==> src/rtl/ff_puf_eval_ctrl.sv <==
// Feed-forward arbiter PUF evaluation controller: sequences clear/launch/sample per bit, majority-votes, steps an LFSR challenge.
// Latency: done RESP_W*(N_VOTE*(SETTLE+2)+1)+1 cycles after start is accepted (N_VOTE treated as 1 without PUF_VOTE_EN).
// Backpressure: none; start is only honoured in IDLE and ignored while busy. Optional feature macro: PUF_VOTE_EN.
module ff_puf_eval_ctrl #(
    parameter int              CH_W      = 8,
    parameter int              RESP_W    = 16,
    parameter int              N_VOTE    = 5,
    parameter int              SETTLE    = 4,
    parameter logic [CH_W-1:0] LFSR_POLY = CH_W'('hB8)
) (
    input  logic                            clk,
    input  logic                            rst,
    input  logic                            start,
    input  logic [CH_W-1:0]                 seed,
    output logic                            busy,
    output logic                            done,
    output logic [RESP_W-1:0]               resp,
    output logic [$clog2(RESP_W+1)-1:0]     unstable_cnt,
    output logic [CH_W-1:0]                 chal_out,
    output logic                            arb_clr,
    output logic                            launch,
    input  logic                            arb_bit
);

`ifdef PUF_VOTE_EN
    localparam int NV  = N_VOTE;
    localparam int VW  = $clog2(NV + 1);
`else
    // Voting compiled out: every bit is a single evaluation whatever N_VOTE says.
    localparam int NV  = N_VOTE / N_VOTE;
`endif
    localparam int UW  = $clog2(RESP_W + 1);
    localparam int VCW = (NV > 1) ? $clog2(NV) : 1;
    localparam int BW  = (RESP_W > 1) ? $clog2(RESP_W) : 1;
    localparam int SW  = (SETTLE > 1) ? $clog2(SETTLE) : 1;

    typedef enum logic [2:0] {
        S_IDLE,
        S_CLR,
        S_LAUNCH,
        S_SAMPLE,
        S_RESOLVE,
        S_DONE
    } state_t;

    state_t              r_state;
    state_t              w_state_nxt;

    logic [CH_W-1:0]     r_chal;
    logic [RESP_W-1:0]   r_work;
    logic [RESP_W-1:0]   r_resp;
    logic [BW-1:0]       r_bit;
    logic [VCW-1:0]      r_vote;
    logic [SW-1:0]       r_settle;

    logic                w_bit_val;
    logic [RESP_W-1:0]   w_work_nxt;
    logic [CH_W-1:0]     w_chal_step;

`ifdef PUF_VOTE_EN
    logic [VW-1:0]       r_ones;
    logic [UW-1:0]       r_unst_acc;
    logic [UW-1:0]       r_unst;
    logic                w_unstable;
`else
    logic                r_arb;
`endif

    // State register; reset wins over any start in the same cycle.
    always_ff @(posedge clk) begin
        if (rst) begin
            r_state <= S_IDLE;
        end else begin
            r_state <= w_state_nxt;
        end
    end

    // Next-state sequencing and Moore-style strobes decoded from the current state.
    always_comb begin
        w_state_nxt = r_state;
        busy        = 1'b0;
        done        = 1'b0;
        arb_clr     = 1'b0;
        launch      = 1'b0;
        case (r_state)
            S_IDLE: begin
                if (start) begin
                    w_state_nxt = S_CLR;
                end
            end
            S_CLR: begin
                busy        = 1'b1;
                arb_clr     = 1'b1;
                w_state_nxt = S_LAUNCH;
            end
            S_LAUNCH: begin
                busy   = 1'b1;
                launch = 1'b1;
                if (r_settle == SW'(SETTLE - 1)) begin
                    w_state_nxt = S_SAMPLE;
                end
            end
            S_SAMPLE: begin
                busy = 1'b1;
                if (r_vote == VCW'(NV - 1)) begin
                    w_state_nxt = S_RESOLVE;
                end else begin
                    w_state_nxt = S_CLR;
                end
            end
            S_RESOLVE: begin
                busy = 1'b1;
                if (r_bit == BW'(RESP_W - 1)) begin
                    w_state_nxt = S_DONE;
                end else begin
                    w_state_nxt = S_CLR;
                end
            end
            S_DONE: begin
                busy        = 1'b1;
                done        = 1'b1;
                w_state_nxt = S_IDLE;
            end
            default: begin
                w_state_nxt = S_IDLE;
            end
        endcase
    end

    // Bit decision for the current response position, the response with it inserted, and the next challenge.
    always_comb begin
`ifdef PUF_VOTE_EN
        w_bit_val  = (r_ones > VW'(NV / 2));
        w_unstable = (r_ones != '0) && (r_ones != VW'(NV));
`else
        w_bit_val  = r_arb;
`endif
        w_work_nxt        = r_work;
        w_work_nxt[r_bit] = w_bit_val;
        w_chal_step       = {r_chal[CH_W-2:0], ^(r_chal & LFSR_POLY)};
    end

    // Datapath: challenge LFSR, per-bit counters, vote tally and response assembly.
    always_ff @(posedge clk) begin
        if (rst) begin
            r_chal   <= '0;
            r_work   <= '0;
            r_resp   <= '0;
            r_bit    <= '0;
            r_vote   <= '0;
            r_settle <= '0;
`ifdef PUF_VOTE_EN
            r_ones     <= '0;
            r_unst_acc <= '0;
            r_unst     <= '0;
`else
            r_arb      <= 1'b0;
`endif
        end else begin
            case (r_state)
                S_IDLE: begin
                    if (start) begin
                        // An all-zero challenge would lock the LFSR, so it is replaced by 1.
                        r_chal   <= (seed == '0) ? CH_W'(1) : seed;
                        r_work   <= '0;
                        r_bit    <= '0;
                        r_vote   <= '0;
                        r_settle <= '0;
`ifdef PUF_VOTE_EN
                        r_ones     <= '0;
                        r_unst_acc <= '0;
`endif
                    end
                end
                S_CLR: begin
                    r_settle <= '0;
                end
                S_LAUNCH: begin
                    r_settle <= r_settle + SW'(1);
                end
                S_SAMPLE: begin
`ifdef PUF_VOTE_EN
                    r_ones <= r_ones + VW'(arb_bit);
`else
                    r_arb  <= arb_bit;
`endif
                    r_vote <= (r_vote == VCW'(NV - 1)) ? '0 : r_vote + VCW'(1);
                end
                S_RESOLVE: begin
                    r_work <= w_work_nxt;
                    r_chal <= w_chal_step;
                    r_bit  <= r_bit + BW'(1);
`ifdef PUF_VOTE_EN
                    r_ones     <= '0;
                    r_unst_acc <= r_unst_acc + UW'(w_unstable);
`endif
                    // Publish on the edge that enters DONE so resp changes together with the done pulse.
                    if (r_bit == BW'(RESP_W - 1)) begin
                        r_resp <= w_work_nxt;
`ifdef PUF_VOTE_EN
                        r_unst <= r_unst_acc + UW'(w_unstable);
`endif
                    end
                end
                default: begin
                end
            endcase
        end
    end

    assign resp     = r_resp;
    assign chal_out = r_chal;
`ifdef PUF_VOTE_EN
    assign unstable_cnt = r_unst;
`else
    assign unstable_cnt = '0;
`endif

endmodule

==> config.mk <==
export PLATFORM = sky130hd
export DESIGN_NAME = ff_puf_eval_ctrl
export DESIGN_NICKNAME = d
export VERILOG_FILES = /design/src/rtl/ff_puf_eval_ctrl.sv
export SDC_FILE = /design/constraint.sdc
export NUM_CORES = 1
export LEC_CHECK = 0
export ABC_AREA = 0
export CAP_MARGIN = 20
export CORE_UTILIZATION = 45
export CTS_CLUSTER_SIZE = 16
export DETAILED_ROUTE_END_ITERATION = 8
export PLACE_DENSITY_LB_ADDON = 0.1
export SYNTH_ARGS = -nofsm -noshare
export SYNTH_HDL_FRONTEND = slang
export SYNTH_SLANG_ARGS = --single-unit
==> constraint.sdc <==
create_clock -name clk -period 1.45 [get_ports clk]
set_input_delay 0.435 -clock clk [delete_from_list [all_inputs] [get_ports clk]]
set_output_delay 0.435 -clock clk [all_outputs]
set_load 0.02 [all_outputs]
Word-level counts from Yosys, hierarchy flattened
Cells that the tools add are included.
Widths: inputs -> output; s select.
{ "totals": {"output_inout_bits": 33, "word_cells": 59, "regBits": 51, "in_bits": 12} }
{ "op_classes": {"n_reduce_logical": 13, "order_cmp": 2, "mux": 24, "n_eq_ne": 9, "n_addsub": 3} }
{ "ops": {"columns": ["cell", "n"], "rows": [
  ["$pmux 16 s2", 1],
  ["$bwmux 16", 1],
  ["$mux 16", 1],
  ["$mux 8", 2],
  ["$pmux 8 s2", 1],
  ["$pmux 3 s5", 1],
  ["$mux 3", 4],
  ["$reduce_and 2->1", 5],
  ["$logic_not 8->1", 1],
  ["$pmux 4 s2", 1],
  ["$reduce_xor 8->1", 1],
  ["$mux 1", 7],
  ["$eq 3x2->1 const B", 2],
  ["$eq 3x3->1 const B", 2],
  ["$pmux 2 s3", 1],
  ["$lt 4x5->1 const B", 1],
  ["$reduce_or 5->1", 1],
  ["$add 4x1->4 const B", 1],
  ["$demux 1 s4", 1],
  ["$eq 4x4->1 const B", 1],
  ["$ge 4x1->1 const B", 1],
  ["$mux 4", 1],
  ["$ne 2x2->1 const B", 2],
  ["$reduce_bool 2->1", 2],
  ["other kinds (9)", 9]
]} }

Depth between registers and ports, before layout
{ "depth": {"word_depth": 6, "ltp_mapped": 7, "ltp_nobuf": 6} }

Worst setup path before layout
OpenSTA, ideal clock, no wires.
{ "synth_path": {"kind": "reg-to-output", "start": "register r_state[0]", "end": "output port arb_clr", "stages_incl_launch_ff": 3, "required_time_ps": 1015, "n_path_buf": 1, "setup_slack_ps": -212, "arrival_ps": 1227, "cell_sequence": "dfxtp_1 -> clkbuf_1 -> nor3b_1"} }
{ "synth_between": {"elab_chain_len": 2} }
{ "synth_rtl": {"columns": ["element", "line_no", "rtl"], "rows": [
  ["start, declared", "46", "state_t r_state;"],
  ["start signal, assigned", "74", "r_state <= w_state_nxt;"],
  ["$eq 3x1->1", "85", "case (r_state)"],
  ["$mux 1", "85", null],
  ["end, declared", "20", "output logic arb_clr,"]
]} }
Every way passes these cells.

Final worst setup path
{ "layout_path": {"start": "register r_state[1]", "end": "register r_resp[1] (netlist: resp[1])"} }
{ "layout_between": {"elab_chain_len": 2} }
{ "layout_rtl": {"columns": ["element", "line_no", "rtl"], "rows": [
  ["$eq 3x3->1", "160", "case (r_state)"],
  ["$reduce_and 2->1 (no source line)", null, null],
  ["end signal, assigned", "199", "r_resp <= w_work_nxt;"],
  ["end, declared", "51", "logic [RESP_W-1:0] r_resp;"]
]} }
Every way passes these cells.
A chain may end at the register's enable or synchronous reset.

==> metrics.csv <==
stage,metric,value,unit
status,status,"complete, but fails checks",
status,violations,setup timing,
routing,post_drt_via_cell_ratio,5.43,
placement,dp_slack,-0.533,ns
die,dieHeight,75.2,microns
critical_path,worstSetupEndpoint,resp[1],
routing,firstDrtPassIters,4,
critical_path,cp-startpoint,r_state[1],
critical_path,reg2reg_depth,7,
global_routing,grt_max_degree,18,
critical_path,reg2reg_slack,-0.23,ns
routing,dr.first_iter.drc_count,125,
die,chipWidth,75.2,microns
placement,numPortBuffers,39,
critical_path,cp_cell_sequence,buf_6 > or3b_4 > nor2_4 > buf_12 > buf_12 > mux2i_1 > nor2_1,
clock_network,numCtsBuffers,5,
sta,finClkSkew,0.00783,ns
global_routing,gr-total-overflow,0,
sta,min_period,1.68,ns
finish,insertedDiodeCount,0,
synth,synth_seq_cells,49,
sta,rsz0062_at_grt,true,
global_routing,grt_util_all_layers,26.0,%
finish,nets,381,
critical_path,required,1.65,ns
synth,syn_inst,256,
power,peakVddDrop,0.441,mV
critical_path,path_buf_inv,3,
routing,wl,7480,microns
synth,avgSynthCellArea,9.41,sq um
finish,final_common_cell,buf_4,
die,dieArea,5650,sq um
sta,slew_violations,0,
clock_network,cts_buffer_depth,2,
power,finalPower,3160,uW
die,core,5140,sq um
critical_path,path_common_cell,buf_12,
synth,ys.warnings.count,0,
routing,ant_nets,0,
sta,final-hold-violation-count,0,
clock_network,hold_buffers,0,
synth,async_flop_share,0,%
routing,via_count,2361,
finish,multi_input_area,1550,sq um
critical_path,end_kind,flip-flop,
job,drv_cap,0,
global_routing,grt_pass1_vias,2256,
clock_network,path_clk_slew,0.10,ns
synth,yosysUniqueCellTypes,39,
routing,drc,0,
critical_path,cp_top_family,simple AND/OR/NAND/NOR gates,
critical_path,rr_endpoint,resp[1],
synth,synth_area,2410,sq um
worst_hold_path,worstHoldStart,rst,
finish,area_delta_synth_final,68.6,%
power,power_density,779,nW/um^2
clock_network,clk_latency,0.31,ns
clock_network,cts_tree,yes,
critical_path,crit_arrival,1.88,ns
critical_path,slowest_delay,0.42,ns
sta,fmax,594,MHz
synth,ys.flop_type,dfxtp_1,
placement,place.gp.congestion,0.726,
routing,wl_per_cell,17.2,microns
die,pin_count,45,
clock_network,cts-root-buf,clkbuf_8,
critical_path,critical_path_class,reg2reg,
clock_network,htree_levels,2,
finish,layout_common_cells,"buf_4, dfxtp_1, buf_6",
sta,setup_slack,-0.233,ns
critical_path,rr_startpoint,r_state[1],
power,power_leakage,0.00163,uW
finish,layout.area.seq,1000,sq um
critical_path,worst_setup_path_start_kind,flip-flop,
sta,relSlewSlack,52.6,%
critical_path,cp_num_cells,7,
global_routing,grt_pass1_wl,10900,microns
worst_hold_path,hp-class,in2reg,
global_routing,antenna_found_initial,0,
critical_path,crit_path_max_fanout,6,
sta,min_period_over_period,116,%
die,row_count,26,
finish,drive_above_1_share,52.9,%
sta,setup_violations,46,
clock_network,clock_sink_count,49,
placement,dp_hpwl,3680,microns
finish,fillers,341,
synth,ys_seq_area_share,40.7,%
finish,post-route-util,79.0,%
sta,tightestPinTransition,0.710,ns
die,initial_core_util,46.9,%
synth,synth_edf_count,0,
critical_path,slowest_stage,or3b_4,
==> power breakdown <==
group          switching [uW]  internal (uW)
Combinational             287            317
Sequential               28.1           1370
Clock                     478            685
Total                     793           2370
==> synth_stat cells, drive strengths merged (2+ instances only) <==
cell type,n,area (sq um)
mux2i,16,160
a21oi,14,70.1
mux2,2,22.5
a22oi,4,30.0
nand3,6,30.0
o2bb2ai,13,114
nor3b,7,57.6
nor3,5,25.0
dfxtp,49,981
nand3b,8,60.1
nor2,24,97.6
clkbuf,13,48.8
inv,3,11.3
buf,17,118
nand2,16,60.1
a211oi,15,178
xnor2,3,26.3
o221ai,7,61.3
nor2b,16,100
ha,5,62.6
==> timing repair <==
item	CTS	global route
endpoints found under the setup margin	72	68
resized for setup	127	63
gates cloned	6	0
buffers inserted	16	17
pin swaps	32	16
==> routing by layer <==
metal	vias up	GRT usage (%)	routed length (microns)
li1	1113	-	-
met1	1158	30.5	3080
met2	69	47.0	3940
met3	21	5.22	257
met4	0	9.26	208
met5	-	0	0
==> flip-flops by register name, summed over array words and instances (netlist names) <==
name      count
chal_out      8
r_work       15
resp         16
r_settle      2
r_arb         1
r_state       3
r_bit         4
==> worst min-delay path by stage <==
stage | to | slack, ns | cells past startpoint
3_3_place_gp | resp[15] | 0.46 | 2
6_report | r_work[1] | 0.46 | 2
3_5_place_dp | resp[15] | 0.46 | 2
4_1_cts | r_bit[1] | 0.45 | 2
5_1_grt | r_work[1] | 0.47 | 2
2_1_floorplan | r_work[1] | 0.46 | 2
==> kinds of logic after synthesis <==
| logic type | synth area share, % |
|---|---|
| fa+ha+maj | 2.60 |
| buf+inv | 7.38 |
| other cells | 0.156 |
| simple gates | 19.0 |
| xor+xnor | 1.45 |
| mux | 7.58 |
| compound gates | 21.1 |
| flops | 40.7 |
==> through the flow <==
stage,hold slack (ns),cell area [sq um],TNS [ns],instances
6_report,0.457,4060,-6.38,435
5_1_grt,0.472,4060,-7.99,435
4_1_cts,0.451,3900,-4.76,424
3_5_place_dp,0.458,3250,-17.46,394
3_3_place_gp,0.456,3250,-16.52,394
2_1_floorplan,0.461,2510,-0.0637,260
==> cell type report <==
| cell class | count | area share [%] |
|---|---|---|
| clock inverter | 3 | 1.60 |
| inverter | 3 | 0.277 |
| sequential | 49 | 24.7 |
| multi-input combinational | 178 | 38.3 |
| tap | 70 | 2.16 |
| clock buffer | 5 | 1.69 |
| timing repair buffer | 127 | 31.3 |
==> worst register-to-register path: stages (launching register included) <==
cell and delay [ns]:
dfxtp_4 0.36, buf_6 0.12, or3b_4 0.42, nor2_4 0.16, buf_12 0.14, buf_12 0.12, mux2i_1 0.19, nor2_1 0.06
Note: power is estimated with default switching activity, not from simulation.
